## src/rtl/pfi_word_packer_if.sv

```systemverilog
// FIFO pop port and packed-word output port of the 6-bit-symbol word packer.
// master = packer side, slave = FIFO/downstream side.
interface pfi_word_packer_if;
    logic        o_pop_permit;
    logic [3:0]  o_pop_amount;
    logic        i_pop_enable;
    logic [95:0] i_pop_data;
    logic        o_word_valid;
    logic        i_word_ready;
    logic [95:0] o_word_data;
    logic [4:0]  o_word_symbols;
    logic        o_word_last;

    modport master (
        output o_pop_permit, o_pop_amount, o_word_valid, o_word_data, o_word_symbols, o_word_last,
        input  i_pop_enable, i_pop_data, i_word_ready
    );

    modport slave (
        input  o_pop_permit, o_pop_amount, o_word_valid, o_word_data, o_word_symbols, o_word_last,
        output i_pop_enable, i_pop_data, i_word_ready
    );
endinterface

```

## src/rtl/pfi_word_packer.sv

```systemverilog
// Pulls variable-size 6-bit symbol groups from a FIFO and packs them into
// 96-bit words of 16 symbols, framed by a programmed symbol count.
module pfi_word_packer #(
    parameter int MAX_POP = 16,
    parameter int LEN_W   = 12
) (
    input  logic             i_core_clk,
    input  logic             i_rx_rst,
    input  logic             i_frame_start,
    input  logic [LEN_W-1:0] i_frame_len,
    output logic             o_busy,
    pfi_word_packer_if.master bus
);
    typedef enum logic [1:0] {
        ST_IDLE = 2'd0,
        ST_FILL = 2'd1,
        ST_HOLD = 2'd2
    } state_t;

    localparam logic [4:0] C_MAX_POP = 5'(MAX_POP);

    state_t           r_state;
    state_t           w_state_nxt;
    logic [LEN_W-1:0] r_remaining;
    logic [4:0]       r_fill;
    logic [95:0]      r_acc;
    logic             r_word_valid;
    logic [95:0]      r_word_data;
    logic [4:0]       r_word_symbols;
    logic             r_word_last;

    logic [4:0]       w_space;
    logic [4:0]       w_n;
    logic [4:0]       w_fill_new;
    logic [LEN_W-1:0] w_rem_new;
    logic [95:0]      w_acc_new;
    logic             w_accept;
    logic             w_pop_fire;
    logic             w_complete;
    logic             w_handshake;

    assign w_accept    = (r_state == ST_IDLE) && i_frame_start && (i_frame_len != {LEN_W{1'b0}});
    assign w_pop_fire  = (r_state == ST_FILL) && bus.i_pop_enable;
    assign w_handshake = r_word_valid && bus.i_word_ready;
    assign w_fill_new  = r_fill + w_n;
    assign w_rem_new   = r_remaining - LEN_W'(w_n);
    assign w_complete  = (w_fill_new == 5'd16) || (w_rem_new == {LEN_W{1'b0}});

    // Pop size n = min(MAX_POP, 16 - fill, remaining)
    always_comb begin
        w_space = 5'd16 - r_fill;
        if (w_space < C_MAX_POP) begin
            w_n = w_space;
        end else begin
            w_n = C_MAX_POP;
        end
        if (LEN_W'(w_n) > r_remaining) begin
            w_n = r_remaining[4:0];
        end else begin
            w_n = w_n;
        end
    end

    // Merge the popped group: oldest symbol sits in the highest populated input slot
    always_comb begin
        w_acc_new = r_acc;
        for (int s = 0; s < 16; s++) begin
            if ((s >= int'(r_fill)) && (s < int'(r_fill) + int'(w_n))) begin
                w_acc_new[s*6 +: 6] = bus.i_pop_data[(int'(r_fill) + int'(w_n) - 1 - s)*6 +: 6];
            end else begin
                w_acc_new[s*6 +: 6] = r_acc[s*6 +: 6];
            end
        end
    end

    // Next-state logic
    always_comb begin
        w_state_nxt = r_state;
        case (r_state)
            ST_IDLE: begin
                if (w_accept) w_state_nxt = ST_FILL;
                else          w_state_nxt = ST_IDLE;
            end
            ST_FILL: begin
                if (w_pop_fire && w_complete) w_state_nxt = ST_HOLD;
                else                          w_state_nxt = ST_FILL;
            end
            ST_HOLD: begin
                if (w_handshake) begin
                    if (r_remaining != {LEN_W{1'b0}}) w_state_nxt = ST_FILL;
                    else                              w_state_nxt = ST_IDLE;
                end else begin
                    w_state_nxt = ST_HOLD;
                end
            end
            default: w_state_nxt = ST_IDLE;
        endcase
    end

    // State, counters, accumulator and output word registers
    always_ff @(posedge i_core_clk) begin
        if (i_rx_rst) begin
            r_state        <= ST_IDLE;
            r_remaining    <= {LEN_W{1'b0}};
            r_fill         <= 5'd0;
            r_acc          <= 96'd0;
            r_word_valid   <= 1'b0;
            r_word_data    <= 96'd0;
            r_word_symbols <= 5'd0;
            r_word_last    <= 1'b0;
        end else begin
            r_state <= w_state_nxt;
            if (w_accept) begin
                r_remaining <= i_frame_len;
            end else if (w_pop_fire) begin
                r_remaining <= w_rem_new;
            end else begin
                r_remaining <= r_remaining;
            end
            if (w_pop_fire && w_complete) begin
                r_fill         <= 5'd0;
                r_acc          <= 96'd0;
                r_word_valid   <= 1'b1;
                r_word_data    <= w_acc_new;
                r_word_symbols <= w_fill_new;
                r_word_last    <= (w_rem_new == {LEN_W{1'b0}});
            end else if (w_pop_fire) begin
                r_fill <= w_fill_new;
                r_acc  <= w_acc_new;
            end else if (w_handshake) begin
                r_word_valid <= 1'b0;
            end else begin
                r_word_valid <= r_word_valid;
            end
        end
    end

    assign o_busy             = (r_state != ST_IDLE);
    assign bus.o_pop_permit   = (r_state == ST_FILL);
    assign bus.o_pop_amount   = (r_state == ST_FILL) ? 4'(w_n - 5'd1) : 4'd0;
    assign bus.o_word_valid   = r_word_valid;
    assign bus.o_word_data    = r_word_data;
    assign bus.o_word_symbols = r_word_symbols;
    assign bus.o_word_last    = r_word_last;
endmodule

```

## src/flat_wrapper.sv

```systemverilog
// flat-port wrapper written by rule: the top's interface ports become plain ports
module pfi_word_packer_flat 
#(
    parameter int MAX_POP = 16,
    parameter int LEN_W   = 12
)
  (i_core_clk, i_rx_rst, i_frame_start, i_frame_len, o_busy, bus_o_pop_permit, bus_o_pop_amount, bus_o_word_valid, bus_o_word_data, bus_o_word_symbols, bus_o_word_last, bus_i_pop_enable, bus_i_pop_data, bus_i_word_ready);
  pfi_word_packer_if bus_i ();
  input  logic i_core_clk;
  input  logic i_rx_rst;
  input  logic i_frame_start;
  input  logic [LEN_W-1:0] i_frame_len;
  output logic o_busy;
  output wire logic [$bits(bus_i.o_pop_permit)-1:0] bus_o_pop_permit;
  output wire logic [$bits(bus_i.o_pop_amount)-1:0] bus_o_pop_amount;
  output wire logic [$bits(bus_i.o_word_valid)-1:0] bus_o_word_valid;
  output wire logic [$bits(bus_i.o_word_data)-1:0] bus_o_word_data;
  output wire logic [$bits(bus_i.o_word_symbols)-1:0] bus_o_word_symbols;
  output wire logic [$bits(bus_i.o_word_last)-1:0] bus_o_word_last;
  input wire logic [$bits(bus_i.i_pop_enable)-1:0] bus_i_pop_enable;
  input wire logic [$bits(bus_i.i_pop_data)-1:0] bus_i_pop_data;
  input wire logic [$bits(bus_i.i_word_ready)-1:0] bus_i_word_ready;
  assign bus_o_pop_permit = bus_i.o_pop_permit;
  assign bus_o_pop_amount = bus_i.o_pop_amount;
  assign bus_o_word_valid = bus_i.o_word_valid;
  assign bus_o_word_data = bus_i.o_word_data;
  assign bus_o_word_symbols = bus_i.o_word_symbols;
  assign bus_o_word_last = bus_i.o_word_last;
  assign bus_i.i_pop_enable = bus_i_pop_enable;
  assign bus_i.i_pop_data = bus_i_pop_data;
  assign bus_i.i_word_ready = bus_i_word_ready;
  pfi_word_packer #(.MAX_POP(MAX_POP), .LEN_W(LEN_W)) u_core (.i_core_clk(i_core_clk), .i_rx_rst(i_rx_rst), .i_frame_start(i_frame_start), .i_frame_len(i_frame_len), .o_busy(o_busy), .bus(bus_i));
endmodule
```

## config.mk

```make
export PLATFORM = sky130hd
export DESIGN_NAME = pfi_word_packer_flat
export DESIGN_NICKNAME = d
export VERILOG_FILES = /design/src/rtl/pfi_word_packer_if.sv /design/src/rtl/pfi_word_packer.sv /design/src/flat_wrapper.sv
export SDC_FILE = /design/constraint.sdc
export NUM_CORES = 2
export LEC_CHECK = 0
export CAP_MARGIN = 20
export CORE_MARGIN = 2
export CORE_UTILIZATION = 45
export CTS_BUF_LIST = sky130_fd_sc_hd__clkbuf_8
export CTS_CLUSTER_DIAMETER = 60
export DETAILED_ROUTE_END_ITERATION = 6
export GPL_TIMING_DRIVEN = 0
export SYNTH_ARGS = -nofsm -noshare
export SYNTH_HDL_FRONTEND = slang
export SYNTH_SLANG_ARGS = --single-unit
```

## constraint.sdc

```tcl
create_clock -name i_core_clk -period 17.6 [get_ports i_core_clk]
set_clock_uncertainty 0.15 [all_clocks]
set_input_delay 3.52 -clock i_core_clk [delete_from_list [all_inputs] [get_ports i_core_clk]]
set_output_delay 3.52 -clock i_core_clk [all_outputs]
set_load 0.01 [all_outputs]
```

==> results.yml <==
timing:
  hold_viol_final: 0
  setup_ws_ns: 2.33
  fin_crit_sh: 0.868
  max_freq_ghz: 0.0655
  finalSetupViolations: 0
  finalMaxSlewViolations: 4
  rsz0062_at_grt: "no"
  maxSlewHeadroom: -0.0510
  tightest_slew_ns: 1.58
  min_period_ns: 15.27
  setup_tns_ns: 0
floorplan:
  die_h_microns: 267
  core_sq_um: 68600
  dieWidth_microns: 267
  pin_count: 222
  num_rows: 96
  initial_core_util: 0.455
  dieArea_sq_um: 71500
yosys:
  synthDistinctLibCells: 97
  ys.flop_type: "dfxtp_1"
  syn-cell-area_sq_um: 31200
  ys_seq_area_frac: 0.140
  synth-async-reset-ratio: 0
  syn_area_per_cell_sq_um: 7.22
  yosysWarnings: 0
  ys_seq_elements: 218
  synth-edff-count: 0
  synthesis.nets: 4628
  synth_cells: 4323
global_routing:
  grt_antenna_before_repair: 15
  grt_pass1_wl_mm: 275
  grt-ovfl-total: 0
  grt_pass1_vias: 35614
  grt_usage: 0.546
  grt_max_degree: 17
drt:
  finalWirelength_mm: 201
  drt_iter0_drc: 6800
  vias_per_cell: 7.19
  drc: 7
  antenna_left: 0
  highest_layer: "met5"
  wire_per_inst_microns: 36.0
  drt-met1-wl_mm: 70.3
  met3_length_mm: 31.4
  firstDrtPassIters: 7
  route.vias.total: 40108
  wl_met2_mm: 78.0
setup_path:
  cp-start-kind: "flip-flop"
  crit_top_cell: "ha_1"
  critPathMaxStageDelay_ns: 1.13
  crit_path_end_kind: "flip-flop"
  worstPathMaxFanout: 13
  arrival_ns: 15.66
  path_class: "reg -> reg"
  worstPathRequired_ns: 17.99
  r2r_setup_slack_ns: 2.33
  cp_slowest_cell: "nor4bb_1"
worst_hold_path:
  hp-class: "reg -> reg"
clock_tree:
  cts_tree: "yes"
  clk_pin_slew_worst_paths_ns: 0.09
  cts_repair_resize_count: 0
  tritoncts_num_sinks: 218
  cts.htree.levels: 1
  clk_latency_ns: 0.63
  postCtsHoldBufs: 0
  clockBufferDepth: 3
  numCtsBuffers: 28
  clock-root-buffer: "clkbuf_8"
  postCtsSetupRepairBufs: 0
run_status:
  violations: "DRC, slew limit"
  status: "complete, but fails checks"
cells_and_area:
  drive_gt1_frac: 0.0903
  layout_commonest_cell: "nor2_1"
  areaGrowthSynthToFinish_pct: 13.9
  layout_common_cells: "nor2_1, nand2_1, a21oi_1"
  final_net_count: 4913
  fill_cells: 6990
placed_design:
  gp_congestion: 1.15
  numPortBuffers: 218
  dpl.hpwl_mm: 161
  dp_slack_ns: 3.34
flow_run:
  cap_viol_max_count: 0
synth_stat cells (all sizes together), types with 28 or more instances:
cell,count,area (sq um)
a211oi,132,991
xnor2,114,1010
nor2,548,2080
dfxtp,218,4360
clkbuf,231,868
nand3,61,305
o211ai,69,528
and3,32,200
mux4,112,2520
o22ai,37,231
a21o,43,323
nand2b,28,175
o21ai,386,1930
a21oi,401,2020
inv,137,514
ha,174,2180
nor3,111,556
xor2,36,330
nand2,499,1870
buf,115,527
nor2b,29,181
mux2i,234,2340
a31oi,57,357
a22oi,32,240
mux2,99,1110
logic make-up (layout without fill, tap and decap cells):
| group | count (synthesis) | count (layout) | synth area share |
|---|---|---|---|
| flops | 218 | 218 | 0.140 |
| compound gates | 1402 | 1402 | 0.282 |
| simple gates | 1426 | 1426 | 0.198 |
| other cells | 0 | 16 | 0 |
| xor+xnor | 154 | 154 | 0.0459 |
| fa+ha+maj | 192 | 192 | 0.0813 |
| buf+inv | 486 | 792 | 0.0615 |
| mux | 445 | 445 | 0.192 |
routing by layer:
metal / vias up / GRT usage
met1: 18819 / 0.650
met2: 3790 / 0.768
met3: 999 / 0.227
met5: - / 0.0125
li1: 16488 / -
met4: 12 / 0.433
final cells by class:
type / count / area, sq um / share of cell area
multi-input cells: 3619 / 25000 / 0.702
flip-flops and latches: 218 / 4360 / 0.123
repair buffers: 255 / 2480 / 0.0698
plain buffers: 346 / 1400 / 0.0392
well taps: 931 / 1160 / 0.0328
inverters: 140 / 526 / 0.0148
clock buffers: 33 / 454 / 0.0128
clock inverters: 18 / 168 / 0.00472
diodes: 16 / 40.0 / 0.00113
registers in the layout, indices dropped and copies added (netlist names):
register	flops
u_core.bus.o_word_data	96
u_core.r_acc	96
u_core.r_remaining	12
u_core.bus.o_word_symbols	5
u_core.r_fill	5
u_core.r_state	2
u_core.bus.o_word_last	1
u_core.bus.o_word_valid	1
critical path: cells and delay by family (launching register included):
| family | cells | cell delay, ns |
|---|---|---|
| AOI/OAI and AO/OA | 12 | 3.04 |
| xor gates and xnor gates | 3 | 1.34 |
| adders and majority gates | 8 | 2.62 |
| buffers and inverters | 10 | 4.89 |
| DFF | 1 | 0.59 |
| muxes | 1 | 0.26 |
| and+or+nand+nor | 8 | 2.23 |
final timing paths:
| kind | startpoint | endpoint | depth (start not counted) |
|---|---|---|---|
| setup reg to reg | u_core.r_fill[1]$_SDFFE_PP0P_ | u_core.bus.o_word_data[75]$_SDFFE_PP0P_ | 42 |
| hold / removal | u_core.bus.o_word_symbols[3]$_SDFFE_PP0P_ | u_core.bus.o_word_symbols[3]$_SDFFE_PP0P_ | 2 |
| hold reg to reg | u_core.bus.o_word_symbols[3]$_SDFFE_PP0P_ | u_core.bus.o_word_symbols[3]$_SDFFE_PP0P_ | 2 |
| setup / recovery | u_core.r_fill[1]$_SDFFE_PP0P_ | u_core.bus.o_word_data[75]$_SDFFE_PP0P_ | 42 |
metrics by stage:
step / instance area, sq um / instances / utilization / hold WS, ns
global placement: 34600 / 5472 / 0.504 / 0.288
CTS: 35300 / 5538 / 0.515 / 0.307
detailed placement: 34700 / 5487 / 0.506 / 0.297
floorplan: 31200 / 4323 / - / 0.282
global route: 35500 / 5561 / 0.518 / 0.326
finish: 35500 / 5576 / 0.518 / 0.306
Power is not shown: default switching activity piles up to over one toggle a cycle in this logic, so the estimate is an artifact.
